[src/rtl/fp_conv_pkg.sv]
// Shared constants and types for the FloPoCo -> IEEE-754 writeback converter.
package fp_conv_pkg;

    localparam int DP_EXP_W  = 11;
    localparam int DP_FRAC_W = 52;
    localparam int SP_EXP_W  = 8;
    localparam int SP_FRAC_W = 23;

    typedef enum logic [1:0] {
        EXC_ZERO = 2'b00,
        EXC_NORM = 2'b01,
        EXC_INF  = 2'b10,
        EXC_NAN  = 2'b11
    } exc_e;

    localparam logic [2:0] RM_RNE = 3'b000;
    localparam logic [2:0] RM_RTZ = 3'b001;
    localparam logic [2:0] RM_RDN = 3'b010;
    localparam logic [2:0] RM_RUP = 3'b011;
    localparam logic [2:0] RM_RMM = 3'b100;

    localparam logic [63:0] CNAN_DP = 64'h7FF8_0000_0000_0000;
    localparam logic [31:0] CNAN_SP = 32'h7FC0_0000;
    localparam logic [31:0] NANBOX  = 32'hFFFF_FFFF;

    localparam int FLAG_NV = 4;
    localparam int FLAG_DZ = 3;
    localparam int FLAG_OF = 2;
    localparam int FLAG_UF = 1;
    localparam int FLAG_NX = 0;

    // SP fields live in the low bits of exp/frac with the upper bits zeroed.
    typedef struct packed {
        exc_e                   exc;
        logic                   sign;
        logic [DP_EXP_W-1:0]    exp;
        logic [DP_FRAC_W-1:0]   frac;
        logic [2:0]             rm;
        logic                   isdouble;
    } s1_t;

endpackage

[src/rtl/fp_denorm_round.sv]
// One-bit denormalise-and-round for values just below the IEEE normal range.
module fp_denorm_round
    import fp_conv_pkg::*;
#(
    parameter int FRAC_W = 52
) (
    input  logic [FRAC_W-1:0] i_m,
    input  logic              i_d,
    input  logic              i_sign,
    input  logic [2:0]        i_rm,
    output logic              o_exp_lsb,
    output logic [FRAC_W-1:0] o_frac,
    output logic              o_nx,
    output logic              o_uf
);

    logic              w_inc;
    logic [FRAC_W:0]   w_sum;

    // NOTE: every always_comb output gets a default first so no latch is inferred.
    always_comb begin
        w_inc = 1'b0;
        case (i_rm)
            RM_RNE:  w_inc = i_d & i_m[0];
            RM_RTZ:  w_inc = 1'b0;
            RM_RDN:  w_inc = i_d & i_sign;
            RM_RUP:  w_inc = i_d & ~i_sign;
            RM_RMM:  w_inc = i_d;
            default: w_inc = i_d & i_m[0];
        endcase
    end

    // A carry out of the fraction lands in the exponent LSB: the minimum normal.
    assign w_sum                = {1'b0, i_m} + {{FRAC_W{1'b0}}, w_inc};
    assign {o_exp_lsb, o_frac}  = w_sum;
    assign o_nx                 = i_d;
    assign o_uf                 = i_d & ~w_sum[FRAC_W];

endmodule

[src/rtl/flopoco_to_ieee_conv.sv]
// Two-stage FloPoCo -> IEEE-754 converter with NaN-boxing, NaN canonicalisation
// and fflags generation, on a valid/ready pipeline with flush.
module flopoco_to_ieee_conv
    import fp_conv_pkg::*;
#(
    parameter int TAG_W = 6
) (
    input  logic             CLK,
    input  logic             RST_N,
    input  logic             FLUSH,
    input  logic             IN_VALID,
    output logic             IN_READY,
    input  logic [65:0]      IN_DATA,
    input  logic             IN_ISDOUBLE,
    input  logic [2:0]       IN_RM,
    input  logic [TAG_W-1:0] IN_TAG,
    output logic             OUT_VALID,
    input  logic             OUT_READY,
    output logic [63:0]      OUT_DATA,
    output logic [TAG_W-1:0] OUT_TAG,
    output logic [4:0]       OUT_FLAGS
);

    logic             r_s1_valid;
    s1_t              r_s1;
    logic [TAG_W-1:0] r_s1_tag;
    logic             r_s2_valid;
    logic [63:0]      r_out_data;
    logic [TAG_W-1:0] r_out_tag;
    logic [4:0]       r_out_flags;

    logic             w_adv1;
    logic             w_adv2;
    s1_t              w_s1_next;

    assign w_adv2   = ~r_s2_valid | OUT_READY;
    assign w_adv1   = ~r_s1_valid | w_adv2;
    assign IN_READY = w_adv1 & RST_N;

    always_comb begin
        w_s1_next          = '0;
        w_s1_next.rm       = IN_RM;
        w_s1_next.isdouble = IN_ISDOUBLE;
        if (IN_ISDOUBLE) begin
            w_s1_next.exc  = exc_e'(IN_DATA[65:64]);
            w_s1_next.sign = IN_DATA[63];
            w_s1_next.exp  = IN_DATA[62:52];
            w_s1_next.frac = IN_DATA[51:0];
        end else begin
            w_s1_next.exc  = exc_e'(IN_DATA[33:32]);
            w_s1_next.sign = IN_DATA[31];
            w_s1_next.exp  = {3'b000, IN_DATA[30:23]};
            w_s1_next.frac = {29'd0, IN_DATA[22:0]};
        end
    end

    logic                 w_dp_exp_lsb;
    logic [DP_FRAC_W-1:0] w_dp_frac;
    logic                 w_dp_nx;
    logic                 w_dp_uf;
    logic                 w_sp_exp_lsb;
    logic [SP_FRAC_W-1:0] w_sp_frac;
    logic                 w_sp_nx;
    logic                 w_sp_uf;

    fp_denorm_round #(.FRAC_W(DP_FRAC_W)) u_dp_round (
        .i_m       ({1'b1, r_s1.frac[DP_FRAC_W-1:1]}),
        .i_d       (r_s1.frac[0]),
        .i_sign    (r_s1.sign),
        .i_rm      (r_s1.rm),
        .o_exp_lsb (w_dp_exp_lsb),
        .o_frac    (w_dp_frac),
        .o_nx      (w_dp_nx),
        .o_uf      (w_dp_uf)
    );

    fp_denorm_round #(.FRAC_W(SP_FRAC_W)) u_sp_round (
        .i_m       ({1'b1, r_s1.frac[SP_FRAC_W-1:1]}),
        .i_d       (r_s1.frac[0]),
        .i_sign    (r_s1.sign),
        .i_rm      (r_s1.rm),
        .o_exp_lsb (w_sp_exp_lsb),
        .o_frac    (w_sp_frac),
        .o_nx      (w_sp_nx),
        .o_uf      (w_sp_uf)
    );

    logic [63:0] w_dp;
    logic [31:0] w_sp;
    logic [63:0] w_data;
    logic [4:0]  w_flags;
    logic        w_nv;
    logic        w_nx;
    logic        w_uf;

    always_comb begin
        w_dp = '0;
        w_sp = '0;
        w_nv = 1'b0;
        w_nx = 1'b0;
        w_uf = 1'b0;
        case (r_s1.exc)
            EXC_ZERO: begin
                w_dp = {r_s1.sign, 63'd0};
                w_sp = {r_s1.sign, 31'd0};
            end
            EXC_INF: begin
                w_dp = {r_s1.sign, {DP_EXP_W{1'b1}}, {DP_FRAC_W{1'b0}}};
                w_sp = {r_s1.sign, {SP_EXP_W{1'b1}}, {SP_FRAC_W{1'b0}}};
            end
            EXC_NAN: begin
                w_dp = CNAN_DP;
                w_sp = CNAN_SP;
                w_nv = r_s1.isdouble ? ~r_s1.frac[DP_FRAC_W-1] : ~r_s1.frac[SP_FRAC_W-1];
            end
            default: begin
                if (r_s1.exp != '0)
                    w_dp = {r_s1.sign, r_s1.exp, r_s1.frac};
                else
                    w_dp = {r_s1.sign, {(DP_EXP_W-1){1'b0}}, w_dp_exp_lsb, w_dp_frac};
                if (r_s1.exp[SP_EXP_W-1:0] != '0)
                    w_sp = {r_s1.sign, r_s1.exp[SP_EXP_W-1:0], r_s1.frac[SP_FRAC_W-1:0]};
                else
                    w_sp = {r_s1.sign, {(SP_EXP_W-1){1'b0}}, w_sp_exp_lsb, w_sp_frac};
                // Only the subnormal-range path can be inexact.
                if (r_s1.isdouble && r_s1.exp == '0) begin
                    w_nx = w_dp_nx;
                    w_uf = w_dp_uf;
                end else if (!r_s1.isdouble && r_s1.exp[SP_EXP_W-1:0] == '0) begin
                    w_nx = w_sp_nx;
                    w_uf = w_sp_uf;
                end
            end
        endcase
        w_data           = r_s1.isdouble ? w_dp : {NANBOX, w_sp};
        w_flags          = '0;
        w_flags[FLAG_NV] = w_nv;
        w_flags[FLAG_DZ] = 1'b0;
        w_flags[FLAG_OF] = 1'b0;
        w_flags[FLAG_UF] = w_uf;
        w_flags[FLAG_NX] = w_nx;
    end

    // NOTE: sequential state uses non-blocking assignments so all stages shift on the same edge.
    always_ff @(posedge CLK or negedge RST_N) begin
        if (!RST_N) begin
            r_s1_valid <= 1'b0;
            r_s2_valid <= 1'b0;
        end else if (FLUSH) begin
            r_s1_valid <= 1'b0;
            r_s2_valid <= 1'b0;
        end else begin
            if (w_adv1) r_s1_valid <= IN_VALID;
            if (w_adv2) r_s2_valid <= r_s1_valid;
        end
    end

    // NOTE: payload registers are reset as well, so outputs read zero in reset and no X reaches them.
    always_ff @(posedge CLK or negedge RST_N) begin
        if (!RST_N) begin
            r_s1        <= '0;
            r_s1_tag    <= '0;
            r_out_data  <= '0;
            r_out_tag   <= '0;
            r_out_flags <= '0;
        end else begin
            if (w_adv1 && IN_VALID) begin
                r_s1     <= w_s1_next;
                r_s1_tag <= IN_TAG;
            end
            if (w_adv2 && r_s1_valid) begin
                r_out_data  <= w_data;
                r_out_tag   <= r_s1_tag;
                r_out_flags <= w_flags;
            end
        end
    end

    assign OUT_VALID = r_s2_valid;
    assign OUT_DATA  = r_out_data;
    assign OUT_TAG   = r_out_tag;
    assign OUT_FLAGS = r_out_flags;

endmodule

[config.mk]
export PLATFORM = sky130hd
export DESIGN_NAME = flopoco_to_ieee_conv
export DESIGN_NICKNAME = d
export VERILOG_FILES = /design/src/rtl/fp_conv_pkg.sv /design/src/rtl/fp_denorm_round.sv /design/src/rtl/flopoco_to_ieee_conv.sv
export SDC_FILE = /design/constraint.sdc
export NUM_CORES = 1
export LEC_CHECK = 0
export BUFFER_PORTS_ARGS = -buffer_cell sky130_fd_sc_hd__buf_4
export CAP_MARGIN = 20
export CORE_MARGIN = 4
export CORE_UTILIZATION = 50
export CTS_CLUSTER_SIZE = 14
export DETAILED_ROUTE_END_ITERATION = 16
export HOLD_SLACK_MARGIN = 0.1
export PLACE_DENSITY = 0.84
export SYNTH_ARGS = -nofsm -noshare
export SYNTH_HDL_FRONTEND = slang
export SYNTH_HIERARCHICAL = 1
export SYNTH_SLANG_ARGS = --single-unit
[constraint.sdc]
create_clock -name CLK -period 4 [get_ports CLK]
set_clock_uncertainty 0.15 [all_clocks]
set_input_delay 1 -clock CLK [delete_from_list [all_inputs] [get_ports CLK]]
set_output_delay 1 -clock CLK [all_outputs]
set_load 0.03 [all_outputs]
Word-level counts from Yosys, hierarchy flattened
Index checks and enable logic that the tools add are counted.
W data, S select, Z words.
- muxes and demuxes: 19
- bitwise gates (word level): 15
- reductions and logical operators: 13
- $add $sub $neg: 2
- eq/ne operators: 6
- operators by type and width (operator ; count):
    $pmux W64 S3 ; 1
    $pmux W32 S3 ; 1
    $mux W66 ; 1
    $mux W64 ; 1
    $mux W63 ; 1
    $add A52 B1 Y53 ; 1
    $mux W31 ; 1
    $add A23 B1 Y24 ; 1
    $mux W1 ; 12
    $logic_not A11 Y1 ; 1
    $reduce_bool A11 Y1 ; 1
    $logic_not A8 Y1 ; 1
    $reduce_bool A8 Y1 ; 1
    $not A1 Y1 ; 7
    $and A1 B1 Y1 ; 6
    $eq A3 B2 Y1 const B ; 2
    $eq A2 B2 Y1 const B ; 2
    $logic_and A1 B1 Y1 ; 4
    $pmux W1 S4 ; 1
    $reduce_bool A2 Y1 ; 2
    $eq A3 B1 Y1 const B ; 1
    $eq A3 B3 Y1 const B ; 1
    $reduce_or A3 Y1 ; 1
    $logic_not A2 Y1 ; 1
    2 further kinds ; 3
- bits in registers: 151
- output and inout bits: 77
- logic and storage cells: 67

Logic depth before layout (Yosys ltp)
- depth in word-level cells: 9
- depth in mapped cells: 15
- mapped depth without buffers: 15

Cells and area by module
Netlist, hierarchy kept.
- by module, submodules not included (module ; area each (µm²) ; cells each ; instances):
    flopoco_to_ieee_conv ; 6810.3 ; 667 ; 1
    fp_denorm_round at u_dp_round ; 1194.9 ; 174 ; 1
    fp_denorm_round at u_sp_round ; 549.3 ; 74 ; 1

Least setup slack after synthesis
Ideal clock, no wire load.
- path kind: register -> register
- from: reg r_s1[1] in the netlist's numbering
- to: reg r_out_data[32], in the netlist OUT_DATA[32]
- clock period less this slack: 2946 ps
- setup slack: 1054 ps
- stages on the path, launching flop included: 15
- buffers on the path: 1
- setup time: 96 ps
- arrival time: 2700 ps
- data required time: 3754 ps
- cells stage by stage: dfrtp_1 -> xor2_1 -> nand2_1 -> nor2_1 -> a21oi_1 -> a21boi_0 -> ha_1 -> nand4_1 -> nor4_1 -> and3_1 -> clkbuf_1 -> nand3_1 -> xnor2_1 -> nand2_1 -> a311oi_2
- word-level cells in the longest chain between the ends: 6
- elaborated cells between the ends (all ways): 9
- classes of those cells: add/sub: 1; eq/ne: 4; mux: 4
- RTL lines (item ; line ; text):
    from (decl) ; flopoco_to_ieee_conv.sv:25 ; s1_t r_s1;
    from (signal assigned) ; flopoco_to_ieee_conv.sv:168 ; r_s1 <= w_s1_next;
    $eq A3 B3 Y1, or another cell as far along ; fp_denorm_round.sv:23 ; case (i_rm)
    $pmux W1 S4 * ; fp_denorm_round.sv:23 ;
    $add A52 B1 Y53 * ; fp_denorm_round.sv:34 ; assign w_sum = {1'b0, i_m} + {{FRAC_W{1'b0}}, w_inc};
    via w_dp_frac[32] ; flopoco_to_ieee_conv.sv:58 ; logic [DP_FRAC_W-1:0] w_dp_frac;
    $mux W63 * ; flopoco_to_ieee_conv.sv:117 ; if (r_s1.exp != '0)
    $pmux W64 S3 * ; flopoco_to_ieee_conv.sv:102 ; case (r_s1.exc)
    $mux W64 * ; flopoco_to_ieee_conv.sv:135 ; w_data = r_s1.isdouble ? w_dp : {NANBOX, w_sp};
    to (signal assigned) ; flopoco_to_ieee_conv.sv:172 ; r_out_data <= w_data;
    to (decl) ; flopoco_to_ieee_conv.sv:28 ; logic [63:0] r_out_data;
Mark *: on every way through the listed nets, which the timed path passes. The rest lies on a longest branch.
A chain may end at the register's enable or synchronous reset.

Final worst setup path
- from: reg r_s1[1] in the netlist's numbering
- to: reg r_out_data[50], in the netlist OUT_DATA[50]
The elaborated chain is that of the path after synthesis.

==> impl_metrics.xml <==
<?xml version="1.0" encoding="UTF-8"?>
<metrics>
  <group name="cells_and_area">
    <metric name="layout-area-overhead-vs-synth" unit="%">22.7</metric>
    <metric name="antennaDiodeCount" unit="">0</metric>
    <metric name="fin_util" unit="%">62.9</metric>
    <metric name="post_layout_nonfiller_instances" unit="">1283</metric>
    <metric name="final_cell_area" unit="sq um">10500</metric>
    <metric name="post_route_cells_drive_above_1_share" unit="%">24.7</metric>
    <metric name="filler_cell_count" unit="">1384</metric>
    <metric name="nets" unit="">1136</metric>
  </group>
  <group name="power">
    <metric name="power.density_cell_area" unit="nW/um^2">459</metric>
    <metric name="power.leakage" unit="uW">0.00456</metric>
    <metric name="ir_worst_vdd" unit="V">0.000327</metric>
  </group>
  <group name="worst_setup_path">
    <metric name="critical-path-slowest-cell" unit="">sky130_fd_sc_hd__nor4_1</metric>
    <metric name="r2r-end" unit="">OUT_DATA[50]</metric>
    <metric name="critical_path.cell_chain" unit="">xor2_1 -&gt; nand2_1 -&gt; nor2_1 -&gt; a21oi_1 -&gt; a21boi_0 -&gt; ha_1 -&gt; nand3_1 -&gt; nor4_1 -&gt; nand3_1 -&gt; nor3b_1 -&gt; xor2_1 -&gt; nand2_1 -&gt; a311oi_1</metric>
    <metric name="critPathArrivalTime" unit="ns">3.64</metric>
    <metric name="crit_path_max_incr_delay" unit="ns">0.51</metric>
    <metric name="critical_path_peak_fanout" unit="">7</metric>
    <metric name="worstReg2RegStart" unit="">r_s1[1]</metric>
    <metric name="r2r_setup_slack" unit="ns">0.52</metric>
    <metric name="worstSetupPathType" unit="">flip-flop to flip-flop</metric>
    <metric name="setup.worst_path.end_class" unit="">flip-flop</metric>
    <metric name="critical_path_source_type" unit="">flip-flop</metric>
    <metric name="cp_data_required_time" unit="ns">4.16</metric>
    <metric name="rr_worst_depth" unit="">13</metric>
  </group>
  <group name="min_path">
    <metric name="holdCritStartpoint" unit="">r_s1_tag[3]</metric>
    <metric name="worst_hold_path.endpoint" unit="">OUT_TAG[3]</metric>
    <metric name="hold-path-cell-count" unit="">2</metric>
    <metric name="hp-class" unit="">flip-flop to flip-flop</metric>
  </group>
  <group name="logic_synthesis">
    <metric name="ys_top_cells_by_count" unit="">sky130_fd_sc_hd__nand2_1 (185), sky130_fd_sc_hd__dfrtp_1 (151), sky130_fd_sc_hd__o21ai_0 (53)</metric>
    <metric name="synth.largest_area_cell" unit="">sky130_fd_sc_hd__dfrtp_1</metric>
    <metric name="synth_enable_flop_cells" unit="">0</metric>
    <metric name="synth.top_cells.by_area" unit="">sky130_fd_sc_hd__dfrtp_1 (44%), sky130_fd_sc_hd__nand2_1 (8.1%), sky130_fd_sc_hd__xnor2_1 (4.5%)</metric>
    <metric name="async_reset_ff_share" unit="%">100</metric>
    <metric name="yosys.cell_types.count" unit="">53</metric>
    <metric name="ys_warn_count" unit="">6</metric>
    <metric name="netlist.area_leader.share" unit="%">44.2</metric>
    <metric name="synth-seq-cells" unit="">151</metric>
    <metric name="netlist_instances" unit="">915</metric>
    <metric name="synth.cell_area" unit="sq um">8550</metric>
    <metric name="synth_seq_area_share" unit="%">44.2</metric>
    <metric name="post_syn_area_per_cell" unit="sq um">9.35</metric>
    <metric name="synthMostInstantiatedCell" unit="">sky130_fd_sc_hd__nand2_1</metric>
    <metric name="synth-main-ff-cell" unit="">sky130_fd_sc_hd__dfrtp_1</metric>
  </group>
  <group name="timing">
    <metric name="post-route-min-period" unit="ns">3.48</metric>
    <metric name="hold_viol_final" unit="">0</metric>
    <metric name="slew_headroom" unit="%">36.2</metric>
    <metric name="rsz0062_at_grt" unit="">no</metric>
    <metric name="worst_pin_slew" unit="ns">0.954</metric>
    <metric name="final_max_slew_viol_count" unit="">0</metric>
    <metric name="tns" unit="ns">0</metric>
    <metric name="fin_worst_setup_slack" unit="ns">0.521</metric>
    <metric name="finalSetupViolations" unit="">0</metric>
    <metric name="maxClockFrequency" unit="MHz">287</metric>
    <metric name="final.period_utilization" unit="%">87.0</metric>
  </group>
  <group name="flow_run">
    <metric name="maxCapViolCount" unit="">0</metric>
  </group>
  <group name="drt">
    <metric name="firstDrtPassIters" unit="">6</metric>
    <metric name="detail-route-antenna-nets" unit="">0</metric>
    <metric name="avgRoutedWirePerCell" unit="um">19.6</metric>
    <metric name="route.detailed.vias_per_inst" unit="">6.04</metric>
    <metric name="remaining_drc_errors" unit="">0</metric>
    <metric name="detailedRoute.firstIterationViolations" unit="">819</metric>
    <metric name="drt-total-wl" unit="mm">25.2</metric>
    <metric name="vias" unit="">7745</metric>
  </group>
  <group name="place">
    <metric name="dpl.cell_count" unit="">1251</metric>
    <metric name="detailed_place.area" unit="sq um">9890</metric>
    <metric name="dp.final_hpwl" unit="mm">16.9</metric>
    <metric name="io_buffer_count" unit="">155</metric>
    <metric name="globalplace.congestion" unit="">0.886</metric>
    <metric name="preCtsSetupSlack" unit="ns">0.661</metric>
  </group>
  <group name="die">
    <metric name="core_region_area" unit="sq um">16700</metric>
    <metric name="die_width" unit="um">139</metric>
    <metric name="floorplan.die.height" unit="um">139</metric>
    <metric name="design.die.area" unit="sq um">19300</metric>
    <metric name="initial_utilization" unit="%">51.2</metric>
    <metric name="io_pins" unit="">158</metric>
    <metric name="placementRows" unit="">47</metric>
  </group>
  <group name="clocking">
    <metric name="postCtsSetupRepairBufs" unit="">0</metric>
    <metric name="clock-sinks" unit="">151</metric>
    <metric name="post_cts_hold_buffer_count" unit="">0</metric>
    <metric name="clock_tree.root_cell" unit="">sky130_fd_sc_hd__clkbuf_16</metric>
    <metric name="postCtsResizedCells" unit="">0</metric>
    <metric name="clk_pin_slew_worst_paths" unit="ns">0.07</metric>
    <metric name="clk_path_buf_depth" unit="">2</metric>
    <metric name="htreeDepth" unit="">4</metric>
    <metric name="cts_inserted_buffers" unit="">17</metric>
    <metric name="clkLatencyLatePin" unit="ns">0.43</metric>
    <metric name="cts_tree" unit="">built</metric>
  </group>
  <group name="grt">
    <metric name="antenna_found_initial" unit="">0</metric>
    <metric name="number_of_global_route_vias_before_repair" unit="">7443</metric>
    <metric name="grt_max_degree" unit="">63</metric>
    <metric name="gr-total-overflow" unit="">0</metric>
    <metric name="groute.usage.overall" unit="%">25.6</metric>
    <metric name="grt_pass1_wl" unit="mm">40.1</metric>
  </group>
  <group name="status">
    <metric name="status" unit="">finished, final reports clean</metric>
  </group>
</metrics>
## critical path, delay by kind of cell (launching register included)
family | cells | cell delay, ns
XOR/XNOR | 2 | 0.33
AO/OA/AOI/OAI | 3 | 0.66
adder cells (fa/ha/maj) | 1 | 0.37
AND/OR/NAND/NOR | 7 | 1.42
flip-flops | 1 | 0.43
## power by group
group / switching [uW] / internal (uW) / total [uW]
Combinational: 680 / 481 / 1160
Clock: 651 / 1020 / 1670
Sequential: 262 / 1730 / 1990
## stage by stage
| stage | hold WS [ns] | total power [uW] |
|---|---|---|
| CTS | 0.317 | 4830 |
| global placement | 0.287 | 3120 |
| finish | 0.317 | 4820 |
| detailed placement | 0.302 | 3160 |
| global route | 0.341 | 5010 |
| floorplan | 0.283 | 2670 |
## metal layers
metal  vias up  share of wire [%]  track usage [%]
li1       3517                  -                -
met1      3717                 41             34.2
met2       427                 46             39.7
met3        84                9.0             6.79
met4         0                3.8             11.0
met5         -                  0                0
## worst max-delay path by stage
stage / start / endpoint / slack (ns) / cells past startpoint
2_1_floorplan: r_s1[1] / OUT_DATA[32] / 1.05 / 14
3_3_place_gp: r_s1[1] / OUT_DATA[23] / 0.79 / 15
3_5_place_dp: r_s1[1] / OUT_DATA[23] / 0.66 / 15
4_1_cts: r_s1[1] / OUT_DATA[23] / 0.64 / 15
5_1_grt: r_s1[1] / OUT_DATA[23] / 0.21 / 15
6_report: r_s1[1] / OUT_DATA[50] / 0.52 / 13
## cells in the final DEF, fill, tap and decap left out, drive strengths merged, types with 19 or more instances in the layout
master   Yosys  final
nand2      185    185
buf         21    171
dfrtp      151    151
o21ai       60     60
nor2        50     50
xnor2       44     44
nand3       36     36
mux2        34     34
a21oi       30     30
xor2        30     30
a22oi       24     24
mux2i       22     22
o2bb2ai     22     22
a22o        22     22
nand4       22     22
clkbuf      38     21
a311oi      19     19
## kinds of logic (layout without fill, tap and decap cells)
| logic type | Yosys count | count (layout) | synth area share [%] |
|---|---|---|---|
| AOI/OAI and AO/OA | 190 | 190 | 15.0 |
| muxes | 56 | 56 | 7.05 |
| and+or+nand+nor | 369 | 369 | 21.8 |
| DFF | 151 | 151 | 44.2 |
| other | 2 | 6 | 0.0878 |
| xor gates and xnor gates | 74 | 74 | 7.58 |
| adders and majority gates | 5 | 5 | 0.731 |
| buffers and inverters | 68 | 212 | 3.55 |
## registers in the layout (all words and copies together), names as in the netlist
register and cells:
r_s1_tag 6, OUT_DATA 64, r_s1_valid 1, OUT_TAG 6, r_s1 70, OUT_FLAGS 3, OUT_VALID 1
## final cells by class
type	count	area, sq um	area share, %
clock inverters	11	148	1.41
well taps	220	275	2.62
multi-input cells	700	4500	42.9
inverters	9	33.8	0.322
flip-flops and latches	151	3780	36.0
clock buffers	21	460	4.39
repair buffers	171	1300	12.4
Note: power is estimated with default switching activity, not from simulation.
